### config.mk
export PLATFORM = sky130hd
export DESIGN_NAME = lal_counter
export DESIGN_NICKNAME = d
export VERILOG_FILES = /design/src/rtl/lal_counter.sv
export SDC_FILE = /design/constraint.sdc
export NUM_CORES = 1
export LEC_CHECK = 0
export ABC_AREA = 1
export CELL_PAD_IN_SITES_DETAIL_PLACEMENT = 0
export CELL_PAD_IN_SITES_GLOBAL_PLACEMENT = 1
export CORE_MARGIN = 2
export CORE_UTILIZATION = 26
export CTS_BUF_LIST = sky130_fd_sc_hd__clkbuf_8
export DETAILED_ROUTE_END_ITERATION = 16
export GPL_TIMING_DRIVEN = 0
export MAX_ROUTING_LAYER = met4
export PLACE_DENSITY = 0.85
export SYNTH_ARGS = -nofsm -noshare
export SYNTH_HDL_FRONTEND = slang
export SYNTH_SLANG_ARGS = --single-unit
### constraint.sdc
create_clock -name clk -period 1.72 [get_ports clk]
set_clock_uncertainty 0.15 [all_clocks]
set_input_delay 0.172 -clock clk [delete_from_list [all_inputs] [get_ports clk]]
set_output_delay 0.172 -clock clk [all_outputs]
set_load 0.1 [all_outputs]
### src/rtl/lal_counter.sv
// Run/limit counter: IDLE -> COUNT -> DONE sequencer with load, inhibit and abort,
// plus a registered magnitude comparator that runs independently of the FSM.
module lal_counter #(
   parameter int unsigned WIDTH = 9,
   parameter int unsigned CMP_W = 4
) (
   input  logic             clk,
   input  logic             rst,
   input  logic             start,
   input  logic             abort,
   input  logic             inhibit,
   input  logic             load,
   input  logic [WIDTH-1:0] load_val,
   input  logic [WIDTH-1:0] limit,
   input  logic [CMP_W-1:0] a,
   input  logic [CMP_W-1:0] b,
   output logic [WIDTH-1:0] cnt,
   output logic             busy,
   output logic             done,
   output logic             wrap,
   output logic             match,
   output logic             gt
);

   typedef enum logic [1:0] {
      ST_IDLE  = 2'd0,
      ST_COUNT = 2'd1,
      ST_DONE  = 2'd2
   } state_t;

   state_t           r_state;
   state_t           w_state_nxt;
   logic [WIDTH-1:0] r_cnt;
   logic [WIDTH-1:0] w_cnt_nxt;
   logic             r_wrap;
   logic             w_wrap_nxt;
   logic             r_match;
   logic             r_gt;
   logic             w_at_limit;
   logic             w_advance;

   assign w_at_limit = (r_cnt == limit);

   // Abort also suppresses the increment so an aborted run keeps its count.
   assign w_advance = (r_state == ST_COUNT) && !abort && !inhibit && !w_at_limit;

   always_ff @(posedge clk or posedge rst) begin
      if (rst) begin
         r_state <= ST_IDLE;
         r_cnt   <= '0;
         r_wrap  <= 1'b0;
         r_match <= 1'b0;
         r_gt    <= 1'b0;
      end else begin
         r_state <= w_state_nxt;
         r_cnt   <= w_cnt_nxt;
         r_wrap  <= w_wrap_nxt;
         r_match <= (a == b);
         r_gt    <= (a > b);
      end
   end

   always_comb begin
      w_state_nxt = r_state;
      case (r_state)
         ST_IDLE: begin
            if (start && !abort) begin
               w_state_nxt = ST_COUNT;
            end
         end
         ST_COUNT: begin
            if (abort) begin
               w_state_nxt = ST_IDLE;
            end else if (w_at_limit && !inhibit) begin
               w_state_nxt = ST_DONE;
            end
         end
         ST_DONE: begin
            w_state_nxt = ST_IDLE;
         end
         default: begin
            w_state_nxt = ST_IDLE;
         end
      endcase
   end

   always_comb begin
      w_cnt_nxt  = r_cnt;
      w_wrap_nxt = 1'b0;
      if (load) begin
         w_cnt_nxt = load_val;
      end else if (w_advance) begin
         w_cnt_nxt  = r_cnt + 1'b1;
         w_wrap_nxt = (r_cnt == '1);
      end
   end

   assign cnt   = r_cnt;
   assign busy  = (r_state == ST_COUNT);
   assign done  = (r_state == ST_DONE);
   assign wrap  = r_wrap;
   assign match = r_match;
   assign gt    = r_gt;

endmodule
Word level (Yosys, flattened, before mapping):

Cells that the tools add are included.

* magnitude comparators: 1
* eq/ne operators: 7
* reductions and logical operators: 11
* multiplexer cells: 8
* add/subtract/negate cells: 1

Operators by type and width (count)
* two-way mux 9 bit: 2
* adder 9 x 1 -> 9 bit, second input constant: 1
* equality test 9 bit: 1
* equality test 9 bit, second input constant: 1
* two-way mux 2 bit: 3
* logical AND 1 bit: 5
* equality test 4 bit: 1
* > comparator 4 bit: 1
* case mux 2 bit (2 select lines): 1
* logical NOT 1 bit: 3
* inequality test 3 x 2 -> 1 bit, second input constant: 1
* equality test 2 x 1 -> 1 bit, second input constant: 1
* equality test 2 bit, second input constant: 1
* logical NOT 2 bit: 1
* two-way mux 1 bit: 2
* inequality test 2 bit, second input constant: 1
* AND reduction 2 bit: 1
* nonzero test 2 bit: 1

* logic and storage cells: 33
* output and inout bits: 14
* register bits: 14
* bits of input ports: 32

Depth between registers and ports, before layout:

* depth in word-level cells: 6
* mapped depth: 10
* gate-level depth less buffers: 10

Worst setup path after synthesis:

OpenSTA, ideal clock, no wires.

* kind: register -> register
* from: register r_state[0]
* to: register r_cnt[4], in the netlist cnt[4]
* path buffers: 1
* data arrival time: 2391 ps
* cell stages (with the launch flop): 9
* required time: 1449 ps
* path slack: -942 ps
* period minus slack after synthesis: 2662 ps
* library setup time: 121 ps
* cell sequence: dfrtp_1 inv_1 nor2_1 nand2_1 nor2_1 nand2_2 buf_6 nand3_1 nand2_1

* longest elaborated chain between the ends: 5

Ends and longest elaborated chain
* start: declaration: line 31 `state_t r_state;`
* start signal: assignment: line 55 `r_state <= w_state_nxt;`
* equality test 2 x 1 -> 1 bit
* named net busy: line 18 `output logic busy,`
* logical AND 1 bit (3 in series): line 45 `assign w_advance = (r_state == ST_COUNT) && !abort && !inhibit && !w_at_limit;`
* nonzero test 2 bit (no source line)
* end signal: assignment: line 56 `r_cnt <= w_cnt_nxt;`
* end: declaration: line 33 `logic [WIDTH-1:0] r_cnt;`

The timed path passes the listed nets, and every way through them passes these cells.
A chain may end at the register's enable or synchronous reset.

Worst setup path in the final report:

* from: register r_cnt[1], in the netlist cnt[1]
* to: output cnt[1]

RTL lines
* end: declaration: line 17 `output logic [WIDTH-1:0] cnt,`

No word-level cell between the ends.

==> results.py <==
metrics = {
    "clock_network": {
        "htreeDepth": 1,
        "root_buffer": "clkbuf_8",
        "cts_tree": "built",
        "cts.sinks": 14,
        "worstSkewPairLatency_ns": 0.25,
        "numCtsBuffers": 3,
        "clk_pin_slew_ns": 0.06,
        "clockBufferDepth": 2,
    },
    "floorplanning": {
        "die_y_um": 67.1,
        "die_w_um": 67.1,
        "dieArea_mm2": 0.00450,
        "io_pins": 46,
        "core_area_mm2": 0.00374,
        "rows": 22,
        "start_util_pct": 27.6,
    },
    "cells_and_area": {
        "final_common_cell": "nand2_1",
        "area_growth_pct": 64.6,
        "layout_common_cells": "nand2_1 (53), clkdlybuf4s50_1 (31), inv_1 (15)",
        "insertedDiodeCount": 0,
        "drive_above_1_share_pct": 25.7,
        "nets": 245,
        "fillers": 396,
    },
    "synthesis": {
        "synth_top_family_by_area": "simple AND/OR/NAND/NOR gates",
        "yosys_warnings": 0,
        "synth_area_mm2": 0.00103,
        "synth-edff-count": 0,
        "synthMuxAreaShare_pct": 0,
        "synth_area_per_cell_um2": 6.81,
        "ys_seq_area_share_pct": 33.9,
        "async_flop_share_pct": 100,
        "postSynthCellCount": 152,
        "synthAdderAreaFrac_pct": 7.26,
        "synth_compound_area_share_pct": 6.89,
        "ys_ff_latch": 14,
        "ys_types": 19,
        "synthXorXnorAreaFrac_pct": 6.77,
        "synth-simple-area-share_pct": 36.8,
        "ys.flop_type": "dfrtp_1",
        "synth_fp_nets": 190,
    },
    "timing": {
        "finalSetupViolations": 0,
        "hold_violations": 0,
        "fin_ws_ns": 0.0353,
        "fin_tns_setup_ns": 0,
        "final-max-slew-violation-count": 0,
        "fmax_mhz": 594,
        "min_period_ns": 1.68,
        "hold_ws_ns": 0.117,
        "rsz0062_at_grt": "true",
        "relSlewSlack_pct": 63.2,
        "tightest_slew_ns": 0.551,
        "fin_crit_sh_pct": 97.9,
    },
    "job": {
        "maxCapViolCount": 0,
    },
    "grt": {
        "antenna_found_initial": 0,
        "grt-ovfl-total": 0,
        "grt_pass1_wl_mm": 4.46,
        "grt_use_total_pct": 13.5,
        "grt_max_degree": 15,
        "grt_pass1_vias": 977,
    },
    "outcome": {
        "status": "finished, final reports clean",
    },
    "setup_path": {
        "r2r_cells": 10,
        "critPathTopFamily": "buffers and inverters",
        "critPathCaptureType": "output pin",
        "path_depth": 2,
        "crit_buf_inv": 2,
        "crit_required_ns": 1.40,
        "crit_type": "reg2out",
        "cpPeakStageDelay_ns": 0.55,
        "crit_chain": "buf_4, clkdlybuf4s15_2",
        "worst-endpoint-arrival_ns": 1.36,
        "crit_path_max_fanout": 3,
        "slowest_stage": "clkdlybuf4s15_2",
        "critPathLaunchType": "flop",
    },
    "pwr": {
        "p_leak_uw": 0.000801,
        "vdd_drop_max_mv": 0.411,
        "p_total_uw": 1470,
        "power.density_mw_per_mm2": 865,
    },
    "drt": {
        "vias": 1132,
        "dr.pass1.iters": 4,
        "drt.antenna.violating_nets": 0,
        "finalWirelength_mm": 2.73,
        "wl_per_cell_um": 10.7,
        "via_per_inst": 4.46,
        "drc_errors": 0,
        "drt-initial-drc-count": 35,
    },
    "placement": {
        "dp_hpwl_mm": 2.03,
        "numPortBuffers": 45,
        "place.gp.congestion": 0.818,
        "pre_cts_ws_ns": -0.309,
    },
    "worst_hold_path": {
        "min_path_type": "in2async",
    },
}
==> final cells by class <==
type	instances	area [um^2]	share of cell area (%)
well taps	48	60.1	3.53
multi-input cells	117	657	38.6
repair buffers	50	473	27.8
inverters	18	67.6	3.97
flip-flops and latches	14	367	21.5
plain buffers	3	23.8	1.40
clock buffers	4	55.1	3.23
==> state kept, by name, summed over array words and instances, names as in the netlist <==
name     cells
cnt          9
r_state      2
gt           1
match        1
wrap         1
==> path summary, 6_finish.rpt <==
path / start / end / slack, ns
worst max-delay path: cnt[1]$_DFFE_PP0P_ / cnt[1] / 0.04
worst min-delay path: rst / wrap$_DFF_PP0_ / 0.12
worst max register to register: cnt[1]$_DFFE_PP0P_ / cnt[8]$_DFFE_PP0P_ / 0.04
worst min register to register: cnt[7]$_DFFE_PP0P_ / cnt[7]$_DFFE_PP0P_ / 0.42
max in group asynchronous: rst / cnt[0]$_DFFE_PP0P_ / 0.89
min in group clk: load_val[8] / cnt[8]$_DFFE_PP0P_ / 0.40
==> metrics by stage <==
stage / instance area, um^2 / utilization [%] / cells
after global routing: 1700 / 45.5 / 254
final: 1700 / 45.5 / 254
after global placement: 1610 / 43.0 / 245
after detailed placement: 1610 / 43.0 / 245
after floorplan: 1100 / - / 152
after CTS: 1700 / 45.5 / 252
==> power breakdown <==
group / leakage [uW] / total [uW] / internal (uW) / switching [uW]
combinational: 0.000604 / 698 / 230 / 468
clock: 0.0000288 / 332 / 203 / 129
sequential: 0.000168 / 443 / 379 / 63.7
total: 0.000801 / 1470 / 812 / 661
==> logic make-up after synthesis <==
| kind of cell | count (synthesis) |
|---|---|
| simple gates | 90 |
| buf+inv | 21 |
| flops | 14 |
| compound gates | 13 |
| xor+xnor | 8 |
| fa+ha+maj | 6 |
==> layer usage <==
layer	track usage, %	vias to the layer above	share of wire (%)
li1	-	591	-
met1	17.7	504	47
met2	21.0	33	47
met3	2.20	4	5.7
met4	4.59	0	0.92
met5	-	-	0
==> cells in the mapped netlist (2+ instances only) <==
master / instances / area share, %
nand2_1: 54 / 20
nand3_1: 18 / 8.7
inv_1: 17 / 6.2
dfrtp_1: 14 / 34
nor2_1: 10 / 3.6
xnor2_1: 8 / 6.8
o21ai_0: 7 / 3.4
ha_1: 6 / 7.3
a21oi_1: 3 / 1.5
nand2_2: 3 / 1.8
nor2_2: 3 / 1.8
nand4_1: 2 / 1.2
==> what timing repair did <==
item / 4_1_cts / 5_1_grt
buffers inserted: 3 / 2
hold buffers: 0 / 0
setup endpoints to repair: 15 / 15
gates cloned: 0 / 0
pin swaps: 1 / 1
gates resized for setup: 40 / 11
(Power assumes the default switching activity.)
